## config.mk

```make
export PLATFORM = sky130hd
export DESIGN_NAME = dac_serial_driver
export DESIGN_NICKNAME = d
export VERILOG_FILES = /design/src/rtl/dac_serial_driver.sv
export SDC_FILE = /design/constraint.sdc
export NUM_CORES = 1
export LEC_CHECK = 0
export BUFFER_PORTS_ARGS = -buffer_cell sky130_fd_sc_hd__buf_4
export CAP_MARGIN = 10
export CORE_UTILIZATION = 55
export DETAILED_ROUTE_END_ITERATION = 12
export MAX_ROUTING_LAYER = met4
export PLACE_DENSITY = 0.74
export SLEW_MARGIN = 30
export SYNTH_ARGS = -nofsm -noshare
export SYNTH_HDL_FRONTEND = slang
export SYNTH_SLANG_ARGS = --single-unit
```

## constraint.sdc

```tcl
create_clock -name CLK -period 2.45 [get_ports CLK]
set_input_delay 0.245 -clock CLK [delete_from_list [all_inputs] [get_ports CLK]]
set_output_delay 0.245 -clock CLK [all_outputs]
set_load 0.1 [all_outputs]
```

## src/rtl/dac_serial_driver.sv

```systemverilog
// Serialises one 8-bit sample per 16-bit DAC frame (MSB first, 4 pad bits each side) over CS_N/SCLK/DIN.
// Optional macro DAC_FRAME_CNT_EN adds a 16-bit Frame_Cnt output counting completed frames.
module dac_serial_driver #(
    parameter int unsigned CLK_DIV    = 4,
    parameter int unsigned GAP_CYCLES = 8
) (
    input  logic        CLK,
    input  logic        RST,
    input  logic        Enable,
    input  logic [7:0]  Wave_Data,
    output logic        Sample_Ack,
    output logic        Busy,
    output logic        DAC_CS_N,
    output logic        DAC_SCLK,
    output logic        DAC_DIN
`ifdef DAC_FRAME_CNT_EN
    ,
    output logic [15:0] Frame_Cnt
`endif
);

    localparam int unsigned FRAME_W = 16;
    localparam int unsigned CNT_W   = 8;
    localparam int unsigned BIT_W   = 4;
    localparam logic [CNT_W-1:0] DIV_LAST = CNT_W'(CLK_DIV - 1);
    localparam logic [CNT_W-1:0] GAP_LAST = CNT_W'(GAP_CYCLES - 1);
    localparam logic [BIT_W-1:0] BIT_LAST = BIT_W'(FRAME_W - 1);

    typedef enum logic [1:0] {
        S_IDLE  = 2'd0,
        S_LOAD  = 2'd1,
        S_SHIFT = 2'd2,
        S_HOLD  = 2'd3
    } state_t;

    state_t               r_state;
    state_t               w_state_nxt;
    logic [CNT_W-1:0]     r_div;
    logic [CNT_W-1:0]     w_div_nxt;
    logic [BIT_W-1:0]     r_bit;
    logic [BIT_W-1:0]     w_bit_nxt;
    logic                 r_sclk;
    logic                 w_sclk_nxt;
    logic [FRAME_W-1:0]   r_shift;
    logic [FRAME_W-1:0]   w_shift_nxt;
    logic                 r_din;
    logic                 r_cs_n;
    logic                 r_ack;
    logic                 r_busy;
    logic                 r_rdy;

    // State register
    always_ff @(posedge CLK or posedge RST) begin
        if (RST) begin
            r_state <= S_IDLE;
        end else begin
            r_state <= w_state_nxt;
        end
    end

    // Next state plus divider, bit counter and shifter next values
    always_comb begin
        w_state_nxt = r_state;
        w_div_nxt   = r_div;
        w_bit_nxt   = r_bit;
        w_sclk_nxt  = r_sclk;
        w_shift_nxt = r_shift;
        case (r_state)
            S_IDLE: begin
                if (Enable && r_rdy) begin
                    w_state_nxt = S_LOAD;
                end
            end
            S_LOAD: begin
                w_shift_nxt = {4'b0000, Wave_Data, 4'b0000};
                w_div_nxt   = '0;
                w_bit_nxt   = '0;
                w_sclk_nxt  = 1'b0;
                w_state_nxt = S_SHIFT;
            end
            S_SHIFT: begin
                if (r_div != DIV_LAST) begin
                    w_div_nxt = r_div + CNT_W'(1);
                end else begin
                    w_div_nxt = '0;
                    if (!r_sclk) begin
                        w_sclk_nxt = 1'b1;
                    end else begin
                        // Falling SCLK edge: advance to the next bit; last bit ends the frame
                        w_sclk_nxt  = 1'b0;
                        w_bit_nxt   = r_bit + BIT_W'(1);
                        w_shift_nxt = {r_shift[FRAME_W-2:0], 1'b0};
                        if (r_bit == BIT_LAST) begin
                            w_state_nxt = S_HOLD;
                        end
                    end
                end
            end
            S_HOLD: begin
                if (r_div != GAP_LAST) begin
                    w_div_nxt = r_div + CNT_W'(1);
                end else begin
                    w_div_nxt   = '0;
                    w_state_nxt = Enable ? S_LOAD : S_IDLE;
                end
            end
            default: begin
                w_state_nxt = S_IDLE;
            end
        endcase
    end

    // Outputs are registered from the next state so they line up with the state they describe
    always_ff @(posedge CLK or posedge RST) begin
        if (RST) begin
            r_div   <= '0;
            r_bit   <= '0;
            r_sclk  <= 1'b0;
            r_shift <= '0;
            r_din   <= 1'b0;
            r_cs_n  <= 1'b1;
            r_ack   <= 1'b0;
            r_busy  <= 1'b0;
            r_rdy   <= 1'b0;
        end else begin
            r_div   <= w_div_nxt;
            r_bit   <= w_bit_nxt;
            r_sclk  <= w_sclk_nxt;
            r_shift <= w_shift_nxt;
            r_din   <= (w_state_nxt == S_SHIFT) ? w_shift_nxt[FRAME_W-1] : 1'b0;
            r_cs_n  <= !((w_state_nxt == S_LOAD) || (w_state_nxt == S_SHIFT));
            r_ack   <= (w_state_nxt == S_LOAD);
            r_busy  <= (w_state_nxt != S_IDLE);
            r_rdy   <= 1'b1;
        end
    end

    assign Sample_Ack = r_ack;
    assign Busy       = r_busy;
    assign DAC_CS_N   = r_cs_n;
    assign DAC_SCLK   = r_sclk;
    assign DAC_DIN    = r_din;

`ifdef DAC_FRAME_CNT_EN
    logic [15:0] r_frame_cnt;
    logic        w_frame_done;

    assign w_frame_done = (r_state == S_SHIFT) && (w_state_nxt == S_HOLD);

    // Completed-frame counter, wraps naturally at 16 bits
    always_ff @(posedge CLK or posedge RST) begin
        if (RST) begin
            r_frame_cnt <= '0;
        end else if (w_frame_done) begin
            r_frame_cnt <= r_frame_cnt + 16'(1);
        end
    end

    assign Frame_Cnt = r_frame_cnt;
`endif

endmodule
```

==> results.sh <==
export IMPL_run_status="complete, no violations"
export IMPL_flow_area_growth_from_synthesis_pct=12.1
export IMPL_power_density_relative_to_cell_area_mw_per_mm2=507
export IMPL_die_y_um=60.7
export IMPL_syn_avg_cell_area_um2=9.53
export IMPL_cap_violations=0
export IMPL_syn_inst=199
export IMPL_cts_buffers=5
export IMPL_detail_route_vias_per_cell=5.73
export IMPL_syn_nets=220
export IMPL_grt_overflow_total=0
export IMPL_worst_hold_class="input pin to register"
export IMPL_floorplan_core_area_mm2=0.00315
export IMPL_post_synth_most_frequent_cells="sky130_fd_sc_hd__dfrtp_1, sky130_fd_sc_hd__nand2_1, sky130_fd_sc_hd__nand3_1"
export IMPL_cts_sinks=35
export IMPL_setup_repair_after_global_routing_missed_its_margin="false"
export IMPL_antenna_found_initial=0
export IMPL_cts_tree="yes"
export IMPL_deepest_clock_path_buffer_count=2
export IMPL_grt_max_degree=36
export IMPL_timing_final_crit_period_ps=2170
export IMPL_dpl_cell_area_mm2=0.00203
export IMPL_post_route_cell_area_mm2=0.00213
export IMPL_gpl_final_weighted_congestion=0.828
export IMPL_cts_htree_levels=2
export IMPL_grt_pass1_vias=1429
export IMPL_wl_um=3720
export IMPL_critical_path_slowest_cell="sky130_fd_sc_hd__or4_4"
export IMPL_critical_path_class="register to register"
export IMPL_holdCritStartpoint="Wave_Data[1]"
export IMPL_required_ps=2690
export IMPL_timing_critical_path_fanout_max=6
export IMPL_grt_pass1_wl_um=6480
export IMPL_yosys_cell_types_count=41
export IMPL_worst_path_largest_cell_delay_ps=570
export IMPL_report_final_slew_viol_count=0
export IMPL_number_of_enable_type_register_cells_in_the_synthesized_netlist=0
export IMPL_vdd_drop_max_mv=0.368
export IMPL_drive_gt1_share_pct=19.0
export IMPL_nFillCells=253
export IMPL_detailedRoute_firstIterationViolations=117
export IMPL_start_point_of_the_critical_path="r_div[3]"
export IMPL_io_pins=16
export IMPL_maxClockFrequency_mhz=461
export IMPL_final_antenna_net_count=0
export IMPL_floorplan_initialDensity_pct=60.2
export IMPL_cts_resized=0
export IMPL_n_antenna_cell=0
export IMPL_cellLeakagePower_uw=0.000993
export IMPL_global_route_usage_total_pct=25.3
export IMPL_clock_latency_ps=350
export IMPL_worstReg2RegStart="r_div[3]"
export IMPL_std_cell_rows=20
export IMPL_clock_skew_final_ps=9.51
export IMPL_total_die_area_mm2=0.00369
export IMPL_worst_endpoint_arrival_ps=2410
export IMPL_worst_setup_hold_path_clk_slew_ps=110
export IMPL_holdBufCountCts=1
export IMPL_fin_setup_tns_ps=0
export IMPL_yosysWarnings=0
export IMPL_setup_viol=0
export IMPL_synth_largest_type_area_fraction_pct=44.9
export IMPL_synth_top_cell_by_area="sky130_fd_sc_hd__dfrtp_1"
export IMPL_syn_cell_area_mm2=0.00190
export IMPL_drt_pre_antenna_iters=4
export IMPL_drc=0
export IMPL_drt_wirelength_per_cell_um=14.3
export IMPL_crit_chain="or4_4 > nor3_1 > and3_1 > a221oi_1 > ha_1 > and2_1"
export IMPL_finalNetCount=236
export IMPL_ys_ff_latch=35
export IMPL_numPortBuffers=15
export IMPL_floorplan_die_width_um=60.7
export IMPL_synth_seq_area_share_pct=46.2
export IMPL_vias=1491
export IMPL_setup_worst_path_end_class="register"
export IMPL_design_power_total_uw=1080
export IMPL_clock_root_buffer="sky130_fd_sc_hd__clkbuf_4"
export IMPL_yosysMostFrequentCell="sky130_fd_sc_hd__dfrtp_1"
export IMPL_dpl_hpwl_um=2590
export IMPL_synthTopCellsByArea="sky130_fd_sc_hd__dfrtp_1, sky130_fd_sc_hd__ha_1, sky130_fd_sc_hd__nand2_1"
export IMPL_hold_viol=0
export IMPL_synth_async_sr_flop_share_pct=100
export IMPL_startpoint_type="register"
export IMPL_fin_crit_sh_pct=88.5
export IMPL_synthFlopType="sky130_fd_sc_hd__dfrtp_1"
export IMPL_post_cts_setup_driven_buffer_insertion_count=0
[area by class of cell]
type                    count  area (um2)  share of cell area, %
well taps                  44        55.1                   2.59
flip-flops and latches     35         877                   41.3
inverters                   8        30.0                   1.41
repair buffers             20         153                   7.18
clock inverters             2        35.0                   1.65
clock buffers               6        51.3                   2.41
multi-input cells         145         925                   43.5
[stage by stage]
step | cells | worst slack (ps) | util (%) | hold slack, ps
after global placement | 251 | 365 | 64.4 | 366
after detailed placement | 251 | 310 | 64.4 | 378
after global routing | 260 | 139 | 67.4 | 103
final | 260 | 283 | 67.4 | 123
after CTS | 260 | 284 | 67.4 | 100
after floorplan | 199 | 296 | - | 378
[critical path, delay by kind of cell (launching register included)]
family | cells | cell delay, ps
AO/OA/AOI/OAI | 1 | 110
flip-flops | 1 | 450
adder cells (fa/ha/maj) | 1 | 210
AND/OR/NAND/NOR | 4 | 1300
[logic make-up (layout without fill, tap and decap cells)]
kind of cell | Yosys count | in the layout | synth area share (%)
compound gates | 41 | 41 | 14.6
flops | 35 | 35 | 46.2
other cells | 1 | 1 | 0.198
buf+inv | 19 | 36 | 5.01
simple gates | 85 | 85 | 23.5
fa+ha+maj | 10 | 10 | 6.60
xor+xnor | 6 | 6 | 2.77
mux | 2 | 2 | 1.06
[routing by layer]
layer	up-vias	GRT usage, %	wire (um)
met3	6	7.25	194
met2	43	40.7	1880
met1	714	30.3	1590
li1	728	-	-
met5	-	-	0
met4	0	9.09	57
[path summary, 6_finish.rpt]
path | end | slack [ps] | cells after the start
setup / recovery | DAC_DIN | 280 | 6
hold / removal | r_shift[5] | 120 | 3
setup reg to reg | DAC_DIN | 280 | 6
hold reg to reg | r_shift[12] | 520 | 2
max in group asynchronous | DAC_CS_N | 1560 | 4
min in group asynchronous | r_shift[8] | 540 | 4
[flip-flops by register name (all words and copies together) (netlist names)]
register and cells:
DAC_CS_N 1, Sample_Ack 1, r_div 8, r_state 2, r_shift 15, Busy 1, DAC_SCLK 1, r_rdy 1
DAC_DIN 1, r_bit 4
[placed cells by master (no fill, tap or decap), types with 2 or more instances in the layout]
| cell | synthesis | final |
|---|---|---|
| sky130_fd_sc_hd__xnor2_1 | 2 | 2 |
| sky130_fd_sc_hd__nand4b_1 | 2 | 2 |
| sky130_fd_sc_hd__nand4_1 | 2 | 2 |
| sky130_fd_sc_hd__nand3_1 | 18 | 18 |
| sky130_fd_sc_hd__inv_1 | 8 | 8 |
| sky130_fd_sc_hd__xor2_1 | 4 | 4 |
| sky130_fd_sc_hd__nand2b_1 | 4 | 4 |
| sky130_fd_sc_hd__a21oi_1 | 9 | 9 |
| sky130_fd_sc_hd__o211ai_1 | 8 | 8 |
| sky130_fd_sc_hd__nor2_1 | 12 | 12 |
| sky130_fd_sc_hd__nand3_2 | 3 | 3 |
| sky130_fd_sc_hd__or4_4 | 2 | 2 |
| sky130_fd_sc_hd__ha_1 | 10 | 10 |
| sky130_fd_sc_hd__nand2_1 | 27 | 27 |
| sky130_fd_sc_hd__nor2b_1 | 2 | 2 |
| sky130_fd_sc_hd__o21ai_2 | 7 | 7 |
| sky130_fd_sc_hd__o21ai_0 | 9 | 9 |
| sky130_fd_sc_hd__clkbuf_4 | 0 | 5 |
| sky130_fd_sc_hd__mux2i_1 | 2 | 2 |
| sky130_fd_sc_hd__buf_4 | 0 | 19 |
| sky130_fd_sc_hd__dfrtp_1 | 34 | 34 |
| sky130_fd_sc_hd__and3_1 | 3 | 3 |
| sky130_fd_sc_hd__nor3_1 | 3 | 3 |
| sky130_fd_sc_hd__and2_1 | 2 | 2 |
[report_power, final]
| part | total (uW) | internal [uW] | leakage (uW) | switching, uW |
|---|---|---|---|---|
| logic | 48.0 | 19.5 | 0.000498 | 28.5 |
| registers | 588 | 584 | 0.000447 | 3.61 |
| clock network | 441 | 241 | 0.0000482 | 200 |
Power figures use the tool's default switching activity.
